## src/rtl/mult_arb_pkg.sv

```systemverilog
// mult_arb_pkg
// Shared types and helpers for the multiplier-sharing arbiter.
//   arb_state_e : sequencer states (IDLE / CALC / RESP)
//   OP_W        : operand width of the shared multiplier
//   PROD_W      : product width of the shared multiplier
//   MAX_REQ     : largest supported requester count
//   rr_pick()   : round-robin winner selection
package mult_arb_pkg;

    typedef enum logic [1:0] {
        IDLE = 2'd0,
        CALC = 2'd1,
        RESP = 2'd2
    } arb_state_e;

    localparam int OP_W    = 4;
    localparam int PROD_W  = 8;
    localparam int MAX_REQ = 8;

    // Returns the first set bit of valid scanning upward from last+1,
    // wrapping at nreq. Only meaningful when at least one valid bit is set.
    function automatic logic [2:0] rr_pick(input logic [MAX_REQ-1:0] valid,
                                           input logic [2:0]         last,
                                           input int                 nreq);
        logic [2:0] pick;
        logic       found;
        int         idx;
        pick  = '0;
        found = 1'b0;
        for (int i = 1; i <= MAX_REQ; i++) begin
            idx = (int'(last) + i) % nreq;
            if (!found && (i <= nreq) && valid[3'(idx)]) begin
                pick  = 3'(idx);
                found = 1'b1;
            end
        end
        return pick;
    endfunction

endpackage

```

## src/rtl/array4x4multipler.sv

```systemverilog
// array4x4multipler
// Unsigned 4x4 array multiplier, purely combinational.
//   a : operand A (4 bits)
//   b : operand B (4 bits)
//   p : product A*B (8 bits, no truncation)
module array4x4multipler
    import mult_arb_pkg::*;
(
    input  logic [OP_W-1:0]   a,
    input  logic [OP_W-1:0]   b,
    output logic [PROD_W-1:0] p
);

    logic [OP_W-1:0]   pp0, pp1, pp2, pp3;
    logic [PROD_W-1:0] acc0, acc1, acc2, acc3;

    // One partial-product row per bit of B, accumulated row by row.
    assign pp0 = a & {OP_W{b[0]}};
    assign pp1 = a & {OP_W{b[1]}};
    assign pp2 = a & {OP_W{b[2]}};
    assign pp3 = a & {OP_W{b[3]}};

    assign acc0 = {4'b0000, pp0};
    assign acc1 = acc0 + {3'b000, pp1, 1'b0};
    assign acc2 = acc1 + {2'b00, pp2, 2'b00};
    assign acc3 = acc2 + {1'b0, pp3, 3'b000};

    assign p = acc3;

endmodule

```

## src/rtl/mult_share_arbiter.sv

```systemverilog
// mult_share_arbiter
// Round-robin arbiter that shares one 4x4 multiplier among NREQ requesters.
//   clk       : clock, rising edge
//   rst       : synchronous active-high reset
//   req_valid : per-requester operand pair pending
//   req_ready : one-hot grant (IDLE only)
//   req_a     : packed operand A, requester i at [4i+3:4i]
//   req_b     : packed operand B, same packing
//   rsp_valid : product available
//   rsp_ready : consumer accepts product
//   rsp_p     : registered 8-bit product
//   rsp_id    : index of the requester that produced rsp_p
//   busy      : registered, high whenever not in IDLE
//
// state | meaning
// ------+-----------------------------------------------
// IDLE  | no operation in flight, grant issued here
// CALC  | latched operands applied to the multiplier
// RESP  | product held on the response port
module mult_share_arbiter
    import mult_arb_pkg::*;
#(
    parameter int NREQ = 4,
    parameter int ID_W = $clog2(NREQ)
) (
    input  logic                 clk,
    input  logic                 rst,
    input  logic [NREQ-1:0]      req_valid,
    output logic [NREQ-1:0]      req_ready,
    input  logic [OP_W*NREQ-1:0] req_a,
    input  logic [OP_W*NREQ-1:0] req_b,
    output logic                 rsp_valid,
    input  logic                 rsp_ready,
    output logic [PROD_W-1:0]    rsp_p,
    output logic [ID_W-1:0]      rsp_id,
    output logic                 busy
);

    arb_state_e          state_q, state_d;
    logic [OP_W-1:0]     op_a_q, op_a_d;
    logic [OP_W-1:0]     op_b_q, op_b_d;
    logic [ID_W-1:0]     id_q, id_d;
    logic [ID_W-1:0]     last_q, last_d;
    logic [PROD_W-1:0]   rsp_p_q, rsp_p_d;
    logic [ID_W-1:0]     rsp_id_q, rsp_id_d;
    logic                busy_q, busy_d;

    logic [MAX_REQ-1:0]  valid_ext;
    logic [ID_W-1:0]     win_id;
    logic                grant;
    logic [PROD_W-1:0]   mul_p;

    always_comb begin
        valid_ext            = '0;
        valid_ext[NREQ-1:0]  = req_valid;
    end

    assign win_id = ID_W'(rr_pick(valid_ext, 3'(last_q), NREQ));
    // Grant is suppressed during reset so nothing handshakes into a flushed FSM.
    assign grant  = (state_q == IDLE) && (|req_valid) && !rst;

    // Multiplier sees only the latched operands, keeping the request ports
    // off the critical op -> multiplier -> rsp_p path.
    array4x4multipler u_mul (
        .a (op_a_q),
        .b (op_b_q),
        .p (mul_p)
    );

    // State register and datapath flops
    always_ff @(posedge clk) begin
        if (rst) begin
            state_q  <= IDLE;
            op_a_q   <= '0;
            op_b_q   <= '0;
            id_q     <= '0;
            last_q   <= ID_W'(NREQ - 1);
            rsp_p_q  <= '0;
            rsp_id_q <= '0;
            busy_q   <= 1'b0;
        end else begin
            state_q  <= state_d;
            op_a_q   <= op_a_d;
            op_b_q   <= op_b_d;
            id_q     <= id_d;
            last_q   <= last_d;
            rsp_p_q  <= rsp_p_d;
            rsp_id_q <= rsp_id_d;
            busy_q   <= busy_d;
        end
    end

    // Next-state and datapath next values
    always_comb begin
        state_d  = state_q;
        op_a_d   = op_a_q;
        op_b_d   = op_b_q;
        id_d     = id_q;
        last_d   = last_q;
        rsp_p_d  = rsp_p_q;
        rsp_id_d = rsp_id_q;
        case (state_q)
            IDLE: begin
                if (grant) begin
                    state_d = CALC;
                    op_a_d  = req_a[OP_W*int'(win_id) +: OP_W];
                    op_b_d  = req_b[OP_W*int'(win_id) +: OP_W];
                    id_d    = win_id;
                    last_d  = win_id;
                end
            end
            CALC: begin
                state_d  = RESP;
                rsp_p_d  = mul_p;
                rsp_id_d = id_q;
            end
            RESP: begin
                if (rsp_ready) begin
                    state_d = IDLE;
                end
            end
            default: state_d = IDLE;
        endcase
        busy_d = (state_d != IDLE);
    end

    // Outputs
    always_comb begin
        req_ready = '0;
        if (grant) begin
            req_ready[win_id] = 1'b1;
        end
        rsp_valid = (state_q == RESP);
        rsp_p     = rsp_p_q;
        rsp_id    = rsp_id_q;
        busy      = busy_q;
    end

endmodule

```

## config.mk

```make
export PLATFORM = sky130hd
export DESIGN_NAME = mult_share_arbiter
export DESIGN_NICKNAME = d
export VERILOG_FILES = /design/src/rtl/mult_arb_pkg.sv /design/src/rtl/array4x4multipler.sv /design/src/rtl/mult_share_arbiter.sv
export SDC_FILE = /design/constraint.sdc
export NUM_CORES = 1
export LEC_CHECK = 0
export BUFFER_PORTS_ARGS = -buffer_cell sky130_fd_sc_hd__buf_4
export CAP_MARGIN = 0
export CORE_MARGIN = 2
export CORE_UTILIZATION = 40
export DETAILED_ROUTE_END_ITERATION = 8
export PLACE_DENSITY_LB_ADDON = 0.05
export SLEW_MARGIN = 20
export SYNTH_ARGS = -nofsm -noshare
export SYNTH_HDL_FRONTEND = slang
export SYNTH_HIERARCHICAL = 1
export SYNTH_SLANG_ARGS = --single-unit
export TNS_END_PERCENT = 1
```

## constraint.sdc

```tcl
create_clock -name clk -period 3.22 [get_ports clk]
set_input_delay 0.644 -clock clk [delete_from_list [all_inputs] [get_ports clk]]
set_output_delay 0.644 -clock clk [all_outputs]
set_load 0.01 [all_outputs]
```

Word-level counts from Yosys, hierarchy flattened. Index checks and enable logic that the tools add are counted.

Add/subtract/negate cells: 7. $lt $le $gt $ge: 6. Equality and inequality tests: 2. Shift-type cells: 2. Mux-type cells: 25. Bitwise logic cells: 8. Reductions and logical operators: 18.

Operator list (count): $shiftx A16 B5 Y4 (2); $lt A3 B5 Y1 const B (4); $and A4 B4 Y4 (4); $bmux W1 S3 (4); $mux W1 (12); $mux W2 (6); $add A8 B6 Y8 (1); $add A8 B7 Y8 (1); $reduce_or A2 Y1 (4); $add A4 B5 Y6 (1); $logic_and A1 B1 Y1 (6); $pmux W2 S3 (1); $add A2 B1 Y2 const B (2); $add A2 B2 Y2 const B (2); $and A1 B1 Y1 const A (4); $logic_not A1 Y1 (4); $mux W4 (1); $reduce_or A4 Y1 (1); $lt A2 B3 Y1 const B (1); $demux W1 S2 (1); $eq A2 B1 Y1 const B (1); $eq A2 B2 Y1 const B (1); $ge A2 B1 Y1 const B (1); $logic_not A2 Y1 (1); 2 further kinds (2).

Register bits after elaboration: 25. Input bits: 39. Output and inout port bits: 16. Word-level logic and storage cells: 76.

Longest topological paths before layout.
Depth in word-level cells: 21. Depth in mapped cells: 12. Gate-level depth less buffers: 12.

Modules after synthesis. Netlist, hierarchy kept.

Modules (own cells, without submodules): mult_share_arbiter (times used 1, cells each 148, area an instance 1305.0 µm², sequential area each 500.5 µm²); array4x4multipler (times used 1, cells each 42, area an instance 385.4 µm², sequential area each 0.0 µm²).

Worst setup path after synthesis. OpenSTA, ideal clock, no wires.

Kind: reg2reg. Start: reg op_b_q[0]. End: reg rsp_p_q[7], in the netlist rsp_p[7]. Library setup time: 0.070 ns. Arrival time: 2.789 ns. Data required time: 3.150 ns. Path slack: 0.360 ns. Stages on the path, launching flop included: 13. Path buffers: 0. Clock period less this slack: 2.860 ns. Cell sequence: dfxtp_1 and2_1 fa_1 inv_1 fa_1 inv_1 ha_1 fa_1 a21o_1 a21oi_2 xnor2_1 nand2_1 a21oi_1.

Cells in the longest elaborated chain, start to end: 4.

Ends and longest elaborated chain: from (decl) (RTL line mult_share_arbiter.sv:41) `logic [OP_W-1:0] op_b_q, op_b_d;`; from (signal assigned) (RTL line mult_share_arbiter.sv:84) `op_b_q <= op_b_d;`; $and A4 B4 Y4 (RTL line array4x4multipler.sv:18) `assign pp0 = a & {OP_W{b[0]}};`; $add A4 B5 Y6 (RTL line array4x4multipler.sv:24) `assign acc1 = acc0 + {3'b000, pp1, 1'b0};`; $add A8 B6 Y8 (RTL line array4x4multipler.sv:25) `assign acc2 = acc1 + {2'b00, pp2, 2'b00};`; $add A8 B7 Y8 (RTL line array4x4multipler.sv:26) `assign acc3 = acc2 + {1'b0, pp3, 3'b000};`; named net mul_p[7] (RTL line mult_share_arbiter.sv:51) `logic [PROD_W-1:0] mul_p;`; to (signal assigned) (RTL line mult_share_arbiter.sv:87) `rsp_p_q <= rsp_p_d;`; to (decl) (RTL line mult_share_arbiter.sv:44) `logic [PROD_W-1:0] rsp_p_q, rsp_p_d;`.

The timed path passes the listed nets, and every way through them passes these cells. A chain may end at the register's enable or synchronous reset.

Worst setup path after layout. Ends and elaborated chain as after synthesis.

==> results.md <==
- Initial antenna violation count: 0
- Worst max-slew margin expressed relative to the limit: a little over half
- Yosys cell types: 36
- Count of instances resized after the clock tree is built: 0
- First-pass GRT wire length: between 6000 and 7000 µm
- Kind of capture point of the worst setup path: register
- Die area: about 0.0048 mm²
- Pre-CTS WS: ~0.23 ns
- Power per cell area: between 300 and 400 mW/mm²
- Core area: slightly above 0.004 mm²
- Drt initial violations: 56
- Count of yosys warnings during synthesis: 6
- Status: finished, final reports clean
- Required time worst endpoint: 3.43 ns
- Layout-stage area growth over the synthesis result: 27.9%
- Total standard cell area after synthesis: around 0.0017 mm²
- DRC violation count after routing: 0
- Final weighted congestion in routability-driven placement: just under 0.8
- Accumulated negative setup slack: 0 ns
- Clock-pin transition on the worst setup and hold timing paths: about 0.09 ns
- Time the final worst path needs with I/O delays and setup: ~3.0 ns
- Starting density of the core: roughly two fifths
- Ports placed on the boundary: 55
- Max-cap violations: 0
- Number of instances in the synthesized netlist: 190
- Number of setup buffers added after CTS: 0
- Quantity of I/O buffers inserted on ports: 54
- Floorplan die width: 69.0 µm
- Final core area utilization: between 50% and 60%
- Floorplan row count: 23
- Number of synthesized register bits: 25
- Total global routing track utilization: 17.8%
- Number of iterations in the first detailed-routing pass: 4
- TritonCTS clock tree: done
- Routed wire length: 4130 µm
- Proportion of synthesized flip-flops having asynchronous set or reset: 0%
- Vias in the first global route: 1,511
- Antenna diode count: 0
- Total nets after synthesis: between 200 and 250
- Largest net degree at the start of global routing: 25
- Maximum ir drop on the vdd rail: 0.000209 V
- Die height: 69.0 µm
- Critical Path AT: 3.21 ns
- Kind of start point of the critical path: register
- Post-route ant nets: 0
- CTS max path bufs: 2
- Total power of the final layout: 0.793 mW
- Clock root cell: sky130_fd_sc_hd__clkbuf_8
- Clock sink count: 25
- FMAX: roughly 0.33 GHz
- Final setup skew: ~0.0016 ns
- Final worst setup slack: around 0.21 ns
- Syn Area/Cell: ~8.9 µm²
- Category of the critical setup timing path: reg -> reg
- Final Cycle Share: between 90 and 100%
- Worst slew pin tran: 0.719 ns
- Number of enable-type register cells in the synthesized netlist: 0
- Setup repair after global routing missed its margin: no
- Routed via count divided by cell count: 5.08
- Static leakage: ~1.1 nW
- H-tree levels: 1
- Tightest hold margin: roughly 0.46 ns
- Crit Path Max Fanout: 5
- Total vias in the final route: approximately 1,500
- Worst min path class: reg -> reg
- Commonest register cell after synthesis: sky130_fd_sc_hd__dfxtp_1
- Average wire per cell in the routed design: roughly 14 µm
- Residual overflow from global routing: 0
- Final nets: slightly below 300
- Dpl hpwl: 3270 µm
- Number of buffers added to fix hold violations after cts: 0
- Post-synthesis sequential area ratio: approximately 30%
- Total count of max-transition violations in the final report: 0
- Fraction of layout instances using a drive strength above 1: between 30% and 40%
- Total setup violations reported at the end of the flow: 0
- Hold Fails Final Rpt: 0
- Source-to-sink clock delay at the later pin of the worst-skew pair: between 0.2 and 0.3 ns
- Number of CTS-inserted buffers: 3
[worst max-delay path, stage by stage (launching register included)]
cell	delay [ns]
sky130_fd_sc_hd__dfxtp_1	0.36
sky130_fd_sc_hd__and2_1	0.19
sky130_fd_sc_hd__fa_1	0.53
sky130_fd_sc_hd__inv_1	0.05
sky130_fd_sc_hd__fa_1	0.52
sky130_fd_sc_hd__inv_1	0.04
sky130_fd_sc_hd__ha_1	0.21
sky130_fd_sc_hd__fa_1	0.41
sky130_fd_sc_hd__a21o_1	0.19
sky130_fd_sc_hd__a21oi_2	0.14
sky130_fd_sc_hd__xnor2_1	0.12
sky130_fd_sc_hd__nand2_1	0.06
sky130_fd_sc_hd__a21oi_1	0.13
[final timing paths]
path | slack, ns | end | cells after the start | start
max | 0.21 | rsp_p[7]$_SDFFE_PP0P_ | 12 | op_b_q[0]$_SDFFE_PP0P_
min reg2reg | 0.46 | id_q[1]$_SDFFE_PP0P_ | 2 | id_q[1]$_SDFFE_PP0P_
min | 0.46 | id_q[1]$_SDFFE_PP0P_ | 2 | id_q[1]$_SDFFE_PP0P_
max reg2reg | 0.21 | rsp_p[7]$_SDFFE_PP0P_ | 12 | op_b_q[0]$_SDFFE_PP0P_
[synthesized netlist by cell type (all sizes together), types with 3 or more instances]
master  instances  share of area (%)
a21oi          23                8.1
a221oi          7                6.2
and2           13                4.8
buf             7                3.2
clkbuf          3               0.67
dfxtp          25                 30
fa              5                5.9
ha             10                7.4
inv            20                4.4
mux2i           8                4.7
nand2          30                6.7
nor2            6                1.5
nor2b           4                1.5
o41ai           7                3.6
[layout by cell type (no fill, tap or decap), types with 2 or more instances in the layout]
master                     synthesis  layout
sky130_fd_sc_hd__a21oi_2           6       6
sky130_fd_sc_hd__inv_1            20      20
sky130_fd_sc_hd__ha_1             10      10
sky130_fd_sc_hd__a21oi_1          17      17
sky130_fd_sc_hd__mux2i_1           8       8
sky130_fd_sc_hd__or2_2             2       2
sky130_fd_sc_hd__nor2_1            5       5
sky130_fd_sc_hd__o41ai_1           7       7
sky130_fd_sc_hd__dfxtp_1          25      25
sky130_fd_sc_hd__clkbuf_8          0       3
sky130_fd_sc_hd__buf_4             3      57
sky130_fd_sc_hd__nand2b_1          2       2
sky130_fd_sc_hd__nand2_1          30      30
sky130_fd_sc_hd__nor2b_1           4       4
sky130_fd_sc_hd__fa_1              5       5
sky130_fd_sc_hd__mux2_2            2       2
sky130_fd_sc_hd__a221oi_2          7       7
sky130_fd_sc_hd__xnor2_1           2       2
sky130_fd_sc_hd__a21o_1            2       2
sky130_fd_sc_hd__and2_1           13      13
[flip-flops by register name, indices dropped and copies added, names as in the netlist]
register / cells
state_q: 2
id_q: 2
op_b_q: 4
busy: 1
rsp_id: 2
last_q: 2
rsp_p: 8
op_a_q: 4
[layer usage]
| metal | vias to the layer above | part of all wire (%) | global-route usage, % |
|---|---|---|---|
| li1 | 753 | - | - |
| met4 | 0 | 1.0 | 3.92 |
| met3 | 4 | 4.9 | 3.80 |
| met2 | 42 | 48 | 30.8 |
| met5 | - | 0 | 0 |
| met1 | 678 | 46 | 22.6 |
[through the flow]
stage               instances  area, µm²
global placement          287       2120
CTS                       291       2160
finish                    291       2160
global route              291       2160
floorplan                 190       1690
detailed placement        287       2120
[area by class of cell]
cell class / count / area (µm²)
timing repair buffer: 57 / 428
clock inverter: 1 / 5.00
fill: 388 / 1870
sequential: 25 / 500
inverter: 20 / 75.1
tap: 50 / 62.6
multi-input combinational: 135 / 1050
clock buffer: 3 / 41.3
[cell families after synthesis]
kind of cell	synth area share, %
AO/OA/AOI/OAI	22.6
XOR/XNOR	1.55
adder cells (fa/ha/maj)	13.3
buffers and inverters	8.29
flip-flops	29.6
multiplexers	6.07
AND/OR/NAND/NOR	18.6
[power breakdown]
group	total (mW)	internal [mW]	leakage (nW)	switching [mW]
clock	0.187	0.0865	0.0255	0.100
sequential	0.360	0.336	0.205	0.0247
combinational	0.246	0.116	0.850	0.130
(Power assumes the default switching activity.)
